<file path="config.mk">
export PLATFORM = sky130hd
export DESIGN_NAME = inst_axi_responder
export DESIGN_NICKNAME = d
export VERILOG_FILES = /design/src/rtl/inst_axi_responder.sv
export SDC_FILE = /design/constraint.sdc
export NUM_CORES = 1
export LEC_CHECK = 0
export ABC_CLOCK_PERIOD_IN_PS = 2520
export BUFFER_PORTS_ARGS = -buffer_cell sky130_fd_sc_hd__buf_2
export CAP_MARGIN = 30
export CORE_AREA = 3 3 74 93
export CTS_CLUSTER_SIZE = 30
export DETAILED_ROUTE_END_ITERATION = 6
export DIE_AREA = 0 0 77 96
export PLACE_DENSITY = 0.62
export SLEW_MARGIN = 20
export SYNTH_ARGS = -nofsm -noshare
export SYNTH_HDL_FRONTEND = slang
export SYNTH_SLANG_ARGS = --single-unit
export TNS_END_PERCENT = 100
</file>
<file path="constraint.sdc">
create_clock -name clk -period 2.52 [get_ports clk]
set_clock_uncertainty 0.1 [all_clocks]
set_input_delay 0.126 -clock clk [delete_from_list [all_inputs] [get_ports clk]]
set_output_delay 0.126 -clock clk [all_outputs]
set_load 0.01 [all_outputs]
</file>
<file path="src/rtl/inst_axi_responder.sv">
// inst_axi_responder: SRAM-like instruction fetch slave bridged to single-beat in-order AXI reads
module inst_axi_responder #(
  parameter int DEPTH = 4,
  parameter int CNT_W = 3
) (
  input  logic        clk,
  input  logic        resetn,
  input  logic        inst_req,
  input  logic [31:0] inst_addr,
  output logic        inst_addr_ok,
  output logic [31:0] inst_rdata,
  output logic        inst_data_ok,
  output logic        inst_rerr,
  output logic        arvalid,
  output logic [31:0] araddr,
  output logic [7:0]  arlen,
  output logic [2:0]  arsize,
  output logic [1:0]  arburst,
  output logic [3:0]  arid,
  input  logic        arready,
  input  logic        rvalid,
  input  logic [31:0] rdata,
  input  logic [1:0]  rresp,
  input  logic        rlast,
  output logic        rready
);
  logic [CNT_W-1:0] count;
  logic             proto_err;
  assign arlen   = 8'd0;
  assign arsize  = 3'd2;
  assign arburst = 2'b01;
  assign arid    = 4'd0;
  // accept only into a free AR slot with a credit left; responses pass straight through
  always_comb begin
    inst_addr_ok = resetn && inst_req && (!arvalid || arready) && (count < CNT_W'(DEPTH));
    inst_data_ok = rvalid && rready && (count != '0);
    inst_rerr    = inst_data_ok && (rresp != 2'b00);
    inst_rdata   = rready ? rdata : '0;
  end
  // AR slot, outstanding credit counter, R-ready and sticky protocol-error flag
  always_ff @(posedge clk or negedge resetn) begin
    if (!resetn) begin
      arvalid   <= 1'b0;
      araddr    <= '0;
      count     <= '0;
      rready    <= 1'b0;
      proto_err <= 1'b0;
    end else begin
      rready <= 1'b1;
      if (inst_addr_ok) begin
        arvalid <= 1'b1;
        araddr  <= inst_addr;
      end else if (arready) begin
        arvalid <= 1'b0;
      end
      count <= count + CNT_W'(inst_addr_ok) - CNT_W'(inst_data_ok);
      if (rvalid && rready && (count == '0 || !rlast)) proto_err <= 1'b1;
    end
  end
  a_no_proto_err: assert property (@(posedge clk) disable iff (!resetn) !proto_err);
endmodule
</file>
==> results of run 1 <==
## power breakdown
part	total, mW	internal (mW)	switching (mW)
sequential	1.03	0.887	0.147
combinational	1.02	0.556	0.468
clock	0.510	0.297	0.213
total	2.57	1.74	0.828
## metal layers
layer	up-vias	wire length, um	global-route usage
li1	778	-	-
met1	753	1700	0.122
met2	94	2520	0.238
met3	5	490	0.0440
met4	0	53	0.0401
met5	-	0	0
## through the flow
stage | hold slack, ps | util | cell area [um^2]
after detailed placement | 164 | 0.412 | 2520
after global placement | 168 | 0.412 | 2520
after floorplan | -270 | - | 1870
after global routing | 62.4 | 0.485 | 2970
after CTS | 31.3 | 0.485 | 2970
final | 34.7 | 0.485 | 2970
## cells by family (layout without fill, tap and decap cells)
| group | after synthesis | count (layout) |
|---|---|---|
| simple gates | 33 | 33 |
| other cells | 2 | 18 |
| compound gates | 4 | 4 |
| fa+ha+maj | 3 | 3 |
| mux | 32 | 32 |
| xor+xnor | 2 | 2 |
| flops | 37 | 37 |
| buf+inv | 29 | 190 |
## worst max path at each step
stage / startpoint / to / slack (ps) / cells past startpoint
floorplan: count[1] / count[2] / 400 / 7
global placement: count[2] / count[2] / 410 / 7
detailed placement: count[1] / count[2] / 360 / 7
CTS: count[2] / count[2] / 340 / 7
global route: count[2] / count[2] / 260 / 7
finish: count[1] / count[2] / 370 / 7
## sequential cells by signal (all words and copies together) (netlist names)
signal and cells:
araddr 32, arvalid 1, count 3, rready 1
## worst min-delay path, cell delays in order
cell      delay, ps
buf_2           100
nand3b_4         90
o21ai_0          70
## cell type report
| class | instances | area, um^2 | share of cell area |
|---|---|---|---|
| clock buffer | 6 | 72.6 | 0.0244 |
| clock inverter | 2 | 38.8 | 0.0130 |
| inverter | 6 | 22.5 | 0.00757 |
| multi-input combinational | 92 | 749 | 0.252 |
| sequential | 37 | 926 | 0.311 |
| tap | 85 | 106 | 0.0358 |
| timing repair buffer | 176 | 1060 | 0.356 |
## timing repair
action | in CTS | in global routing
setup buffers | 0 | 0
hold buffers | 34 | 0
endpoints found under the hold margin | 70 | 0
## cell usage in the layout, fill, tap and decap left out
| cell type | synthesis | layout |
|---|---|---|
| o311a_1 | 1 | 1 |
| dfrtp_1 | 37 | 37 |
| and2_1 | 32 | 32 |
| xnor2_1 | 2 | 2 |
| nand3b_4 | 1 | 1 |
| clkinv_4 | 0 | 1 |
| mux2_1 | 4 | 4 |
| mux2_2 | 28 | 28 |
| inv_1 | 6 | 6 |
| conb_1 | 2 | 18 |
| ha_1 | 2 | 2 |
| o21ai_0 | 1 | 1 |
| a21oi_4 | 1 | 1 |
| clkbuf_8 | 0 | 5 |
| fa_1 | 1 | 1 |
| clkbuf_1 | 3 | 1 |
| bufinv_16 | 0 | 1 |
| buf_4 | 17 | 3 |
| o21a_1 | 1 | 1 |
| dlygate4sd3_1 | 0 | 34 |
| buf_2 | 0 | 139 |
==> metrics.cfg, run 1 <==
[final_layout]
fill_cells=576
drive_gt1_frac=0.561
syn_to_final_growth_pct=64.3
final_cells=404
layout.nets=393
antenna_cells=0

[clock_network]
cts_tree=built
clockBufferDepth=2
cts_root_buf=clkbuf_8
path_clk_slew_ps=80
htreeDepth=2
clock-sinks=37
insertion_delay_ps=290
cts_made_buffers=5
cts_resized=0

[die]
die_w_um=77
rows=32
die_y_um=96
io-pin-count=158
start_util=0.296
die_area_um2=7390
coreArea_um2=6130

[global_route]
grt_pass1_wl_mm=7.27
grt_max_degree=38
antenna_found_initial=0
grt_overflow_total=0
track_usage=0.123
grt_pass1_vias=1632

[power]
ir_drop_mv=0.534
p_per_area_nw_per_um2=864
power.leakage_nw=1.58
power_mw=2.57

[setup_path]
timing.rr.end=count[2]
path_max_fanout=3
required_ps=2630
worstRegToRegCells=7
cp-start-kind=flop
path_class=flop to flop
cp.buffers_inverters=1
crit_path_cell_trace=o311a_1 > ha_1 > inv_1 > ha_1 > fa_1 > xnor2_1 > xnor2_1
r2r-start=count[1]
slowest_stage=o311a_1
critPathMaxStageDelay_ps=390
endpoint_kind=flop
reg2reg_slack_ps=370
path_delay_family=adder cells
crit_arrival_ps=2250

[logic_synthesis]
synth_top_family_by_area=multiplexers
synth_top_area_cell=dfrtp_1
synth_edf_count=0
synthArstFlopShare=1.00
synthMuxAreaShare=0.199
avgSynthCellArea_um2=12.7
synth_cell_types=17
synth_top_area_frac=0.511
synth-compound-area-share=0.0214
netlist_instances=142
synth_xor_area_frac=0.00968
yosysSeqAreaShare=0.511
netlist_area_um2=1810
synth_most_common_cell=dfrtp_1
yosys-top-cells-count=dfrtp_1 (37), and2_1 (32), mux2_2 (28)
synth-adder-area-share=0.0249
synth_seq_cells=37
ys_top_cells_by_area=dfrtp_1 (51%), mux2_2 (17%), and2_1 (11%), buf_4 (7.0%), mux2_1 (2.5%)
yosys_warnings=0
synth_ff_type=dfrtp_1
synthSimpleGateAreaFrac=0.122

[place]
gp_congestion=0.632
hpwlAfterDp_mm=3.47
placedCellCount=362
place_ws_ps=358
io_buffers=139

[sta]
worst_slack_ps=372
finalSetupViolCount=0
grt_setup_unrepaired=no
finalSetupTns_ps=0
timing.fmax_ghz=0.466
maxSlewViolCount=0
min_period_ps=2150
period_share=0.852
hold_violations=0

[hold_path]
hp-class=primary input to flop
hp-start=inst_req
holdPathEnd=arvalid
whs_path_depth=3

[drt]
initialDrtViolationCount=8
vias=1630
drc=0
wl_per_cell_um=11.8
totalWireLength_mm=4.77
firstDrtPassIters=4
antenna_left=0
viasPerCell=4.03

[job]
max-cap-violations=0

[outcome]
status=completed

Power figures use the tool's default switching activity.
==> run 2, diff against run 1 <==
CORE_AREA = 3 3 69 87   (was 3 3 74 93)
DIE_AREA = 0 0 72 90   (was 0 0 77 96)
PLACE_DENSITY = 0.7   (was 0.62)
==> metrics.cfg, run 2 (synthesized netlist as in run 1, its figures left out) <==
[outcome]
status=completed

[final_layout]
reg_top3=araddr (32), count (3)
syn_to_final_growth_pct=62.9
drive_gt1_frac=0.566
final_cell_mix=buf_2 (139), dfrtp_1 (37), dlygate4sd3_1 (34)
largest_reg_flops=32
regMostFlops=araddr
final_area_um2=2950
fill_cells=439
layout.nets=394
mostFrequentLayoutCell=buf_2

[setup_path]
crit_path_cell_trace=o311a_1 > ha_1 > inv_1 > ha_1 > fa_1 > xnor2_1 > xnor2_1
cp-start-kind=flop
slowest_stage=o311a_1
critPathMaxStageDelay_ps=390
required_ps=2620
endpoint_kind=flop
path_max_fanout=3
crit_arrival_ps=2250
path_class=flop to flop

[clock_network]
cts_root_buf=clkbuf_8
htreeDepth=2
cts_tree=built
cts_setup_buffers=0
path_clk_slew_ps=70
insertion_delay_ps=270
cts_made_buffers=5
clockBufferDepth=2
clock-sinks=37

[die]
die_y_um=90
start_util=0.349
coreArea_um2=5190
die_area_um2=6480
io-pin-count=158
rows=29
die_w_um=72

[place]
gp_congestion=0.706
hpwlAfterDp_mm=4.09
dpl-instance-area_um2=2500
place_ws_ps=369
io_buffers=139

[sta]
timing.fmax_ghz=0.466
min_period_ps=2150
hold_violations=0
whs_ps=58.9
finalSetupTns_ps=0
grt_setup_unrepaired=no
maxSlewViolCount=0
period_share=0.852
finalSetupViolCount=0
worst_slack_ps=373

[global_route]
track_usage=0.166
antenna_found_initial=4
grt_pass1_wl_mm=8.26
grt_max_degree=38
grt_overflow_total=0
grt_pass1_vias=1734

[drt]
drc=0
initialDrtViolationCount=24
totalWireLength_mm=5.37
wl_per_cell_um=14.0
viasPerCell=4.32
vias=1654
antenna_left=0
firstDrtPassIters=4

[power]
power.leakage_nw=1.58
ir_drop_mv=0.534
power_mw=2.54
p_per_area_nw_per_um2=863

[hold_path]
hp-class=primary input to flop

[job]
max-cap-violations=0

run 2: cell types whose count changed in the layout (fill, tap and decap cells not counted):
| cell | before | now |
|---|---|---|
| clkbuf_8 | 5 | 7 |
| buf_4 | 3 | 4 |
| bufinv_16 | 1 | 0 |
| clkbuf_1 | 1 | 0 |
| clkinv_4 | 1 | 0 |
| diode_2 | 0 | 1 |
| inv_6 | 0 | 1 |
run 2: final cells by class:
class                      count  area (um^2)  area share
antenna                        1         2.50    0.000849
inverter                       6         22.5     0.00764
clock buffer                   7         96.3      0.0327
clock inverter                 1         8.76     0.00297
timing repair buffer         177         1070       0.361
multi-input combinational     92          749       0.254
sequential                    37          926       0.314
tap                           62         77.6      0.0263
run 2: through the flow:
step                std cells   util
global route              382  0.568
CTS                       382  0.568
finish                    383  0.568
detailed placement        340  0.482
global placement          340  0.482
floorplan                 158      -
run 2: layer usage:
layer	GRT usage	vias to the layer above	wire [um]
met3	0.0759	12	677
met2	0.308	109	2820
met1	0.158	745	1790
met4	0.0517	8	47
met5	0	-	38
li1	-	780	-
run 2: path summary, 6_finish.rpt:
path / from / endpoint / slack, ps / cells past startpoint
hold reg to reg: araddr[14] / araddr[14] / 390 / 1
setup / recovery: count[1] / count[2] / 370 / 7
hold / removal: inst_req / arvalid / 60 / 3
max in group asynchronous: resetn / arvalid / 1540 / 3
setup reg to reg: count[1] / count[2] / 370 / 7
min in group asynchronous: resetn / araddr[24] / 440 / 3
run 2: report_power, final:
part	internal (mW)	switching, mW	leakage (nW)
clock	0.253	0.216	0.0549
combinational	0.561	0.480	1.09
sequential	0.887	0.147	0.439
total	1.70	0.843	1.58
run 2: worst max-delay path, delay by kind of cell, from the launching register on:
kind / cells / cell delay [ps]
AOI/OAI and AO/OA: 1 / 390
xor gates and xnor gates: 2 / 320
adders and majority gates: 3 / 840
buffers and inverters: 1 / 40
DFF: 1 / 380
run 2: repair_timing:
| action | CTS | global route |
|---|---|---|
| hold buffers | 34 | 0 |
| endpoints found under the hold margin | 70 | 0 |
| gates resized for setup | 0 | 0 |
| setup endpoints to repair | 0 | 0 |
==> run 3, diff against run 2 <==
CORE_AREA = 3 3 66 84   (was 3 3 69 87)
DIE_AREA = 0 0 69 87   (was 0 0 72 90)
PLACE_DENSITY = 0.75   (was 0.7)
==> metrics.cfg, run 3 (synthesized netlist as in run 1, its figures left out) <==
[power]
power.leakage_nw=1.57
seqPwrFrac=0.420
switching_share=0.347
power_frac_comb=0.420
intPower_mw=1.64
power_mw=2.51
p_per_area_nw_per_um2=859
p_clk_frac=0.159
switchingPower_mw=0.871
ir_drop_mv=0.557

[clock_network]
hold_buffers=34
clock-sinks=37
clockBufferDepth=2
cts_setup_buffers=0
htreeDepth=2
insertion_delay_ps=280
cts_root_buf=clkbuf_8
path_clk_slew_ps=70
cts_made_buffers=5
cts_tree=built
cts_resized=0

[drt]
initialDrtViolationCount=22
vias=1652
totalWireLength_mm=5.31
firstDrtPassIters=3
viasPerCell=4.36
wl_per_cell_um=14.0
drc=0
antenna_left=0

[die]
die_area_um2=6000
start_util=0.380
rows=28
die_y_um=87
io-pin-count=158
coreArea_um2=4760
die_w_um=69

[global_route]
grt_pass1_wl_mm=8.38
grt_max_degree=38
grt_pass1_vias=1771
antenna_found_initial=0
grt_overflow_total=0
track_usage=0.176

[sta]
period_share=0.852
worst_slack_ps=374
grt_setup_unrepaired=no
maxSlewViolCount=0
hold_violations=0
min_period_ps=2150
timing.fmax_ghz=0.466
finalSetupViolCount=0
finalSetupTns_ps=0

[final_layout]
layout.nets=393
regMostFlops=araddr
syn_to_final_growth_pct=61.2
final_area_um2=2920
largest_reg_flops=32
mostFrequentLayoutCell=buf_2
drive_gt1_frac=0.564
reg_top3=araddr (32), count (3)
fill_cells=397
antenna_cells=0
final_cell_mix=buf_2 (139), dfrtp_1 (37), dlygate4sd3_1 (34)

[setup_path]
timing.rr.end=count[2]
path_delay_family=adder cells
worstRegToRegCells=7
reg2reg_slack_ps=370
cp-startpoint=count[1]
slowest_stage=o311a_1
path_max_fanout=3
cp-start-kind=flop
critPathMaxStageDelay_ps=390
crit_path_cell_trace=o311a_1 > ha_1 > inv_1 > ha_1 > fa_1 > xnor2_1 > xnor2_1
endpoint_kind=flop
crit_arrival_ps=2260
r2r-start=count[1]
cp.buffers_inverters=1
path_class=flop to flop
required_ps=2630

[hold_path]
whs_path_depth=3
hp-class=primary input to flop
hp-start=inst_req
holdPathEnd=arvalid

[place]
hpwlAfterDp_mm=3.47
place_ws_ps=389
io_buffers=139
dpl-instance-area_um2=2490
gp_congestion=0.647

[job]
max-cap-violations=0

[outcome]
status=completed

## run 3: cell count changes in the layout (fill, tap and decap cells not counted)
| cell | change |
|---|---|
| clkinv_2 | +2 |
| buf_4 | -1 |
| inv_6 | -1 |
| diode_2 | -1 |
| clkbuf_8 | -2 |
| clkinvlp_4 | +1 |
## run 3: how the worst max path moves through the flow
stage,cells after the start,end
6_report,7,count[2]
5_1_grt,7,count[2]
4_1_cts,7,count[2]
3_5_place_dp,7,count[2]
3_3_place_gp,7,count[2]
2_1_floorplan,7,count[2]
## run 3: power by group through the flow
stage               clock [mW]  sequential, mW  combinational, mW
floorplan                    0            1.17              0.458
global placement             0            1.02              0.978
detailed placement           0            1.05               1.00
CTS                      0.414            1.04               1.04
global route             0.447            1.09               1.15
finish                   0.400            1.05               1.05
## run 3: per-layer routing
layer  routed length, um  GRT usage
met2                2910      0.323
met5                   0          0
met3                 604     0.0797
met1                1660      0.169
met4                 136     0.0728
## run 3: layout make-up
cell class / instances / area [um^2] / area share
Inverter: 6 / 22.5 / 0.00772
Clock inverter: 3 / 17.5 / 0.00600
Tap cell: 60 / 75.1 / 0.0257
Clock buffer: 5 / 68.8 / 0.0236
Timing Repair Buffer: 176 / 1060 / 0.363
Sequential cell: 37 / 926 / 0.317
Multi-Input combinational cell: 92 / 749 / 0.257
## run 3: per-stage QoR
| stage | std cells | hold slack [ps] | util |
|---|---|---|---|
| global placement | 337 | 174 | 0.523 |
| floorplan | 158 | -270 | - |
| CTS | 379 | 38.9 | 0.612 |
| global route | 379 | 62.1 | 0.612 |
| finish | 379 | 40.9 | 0.612 |
| detailed placement | 337 | 176 | 0.523 |
## run 3: tightest hold or removal path, cell delays in order
cell	delay, ps
buf_2	100
nand3b_4	90
o21ai_0	70
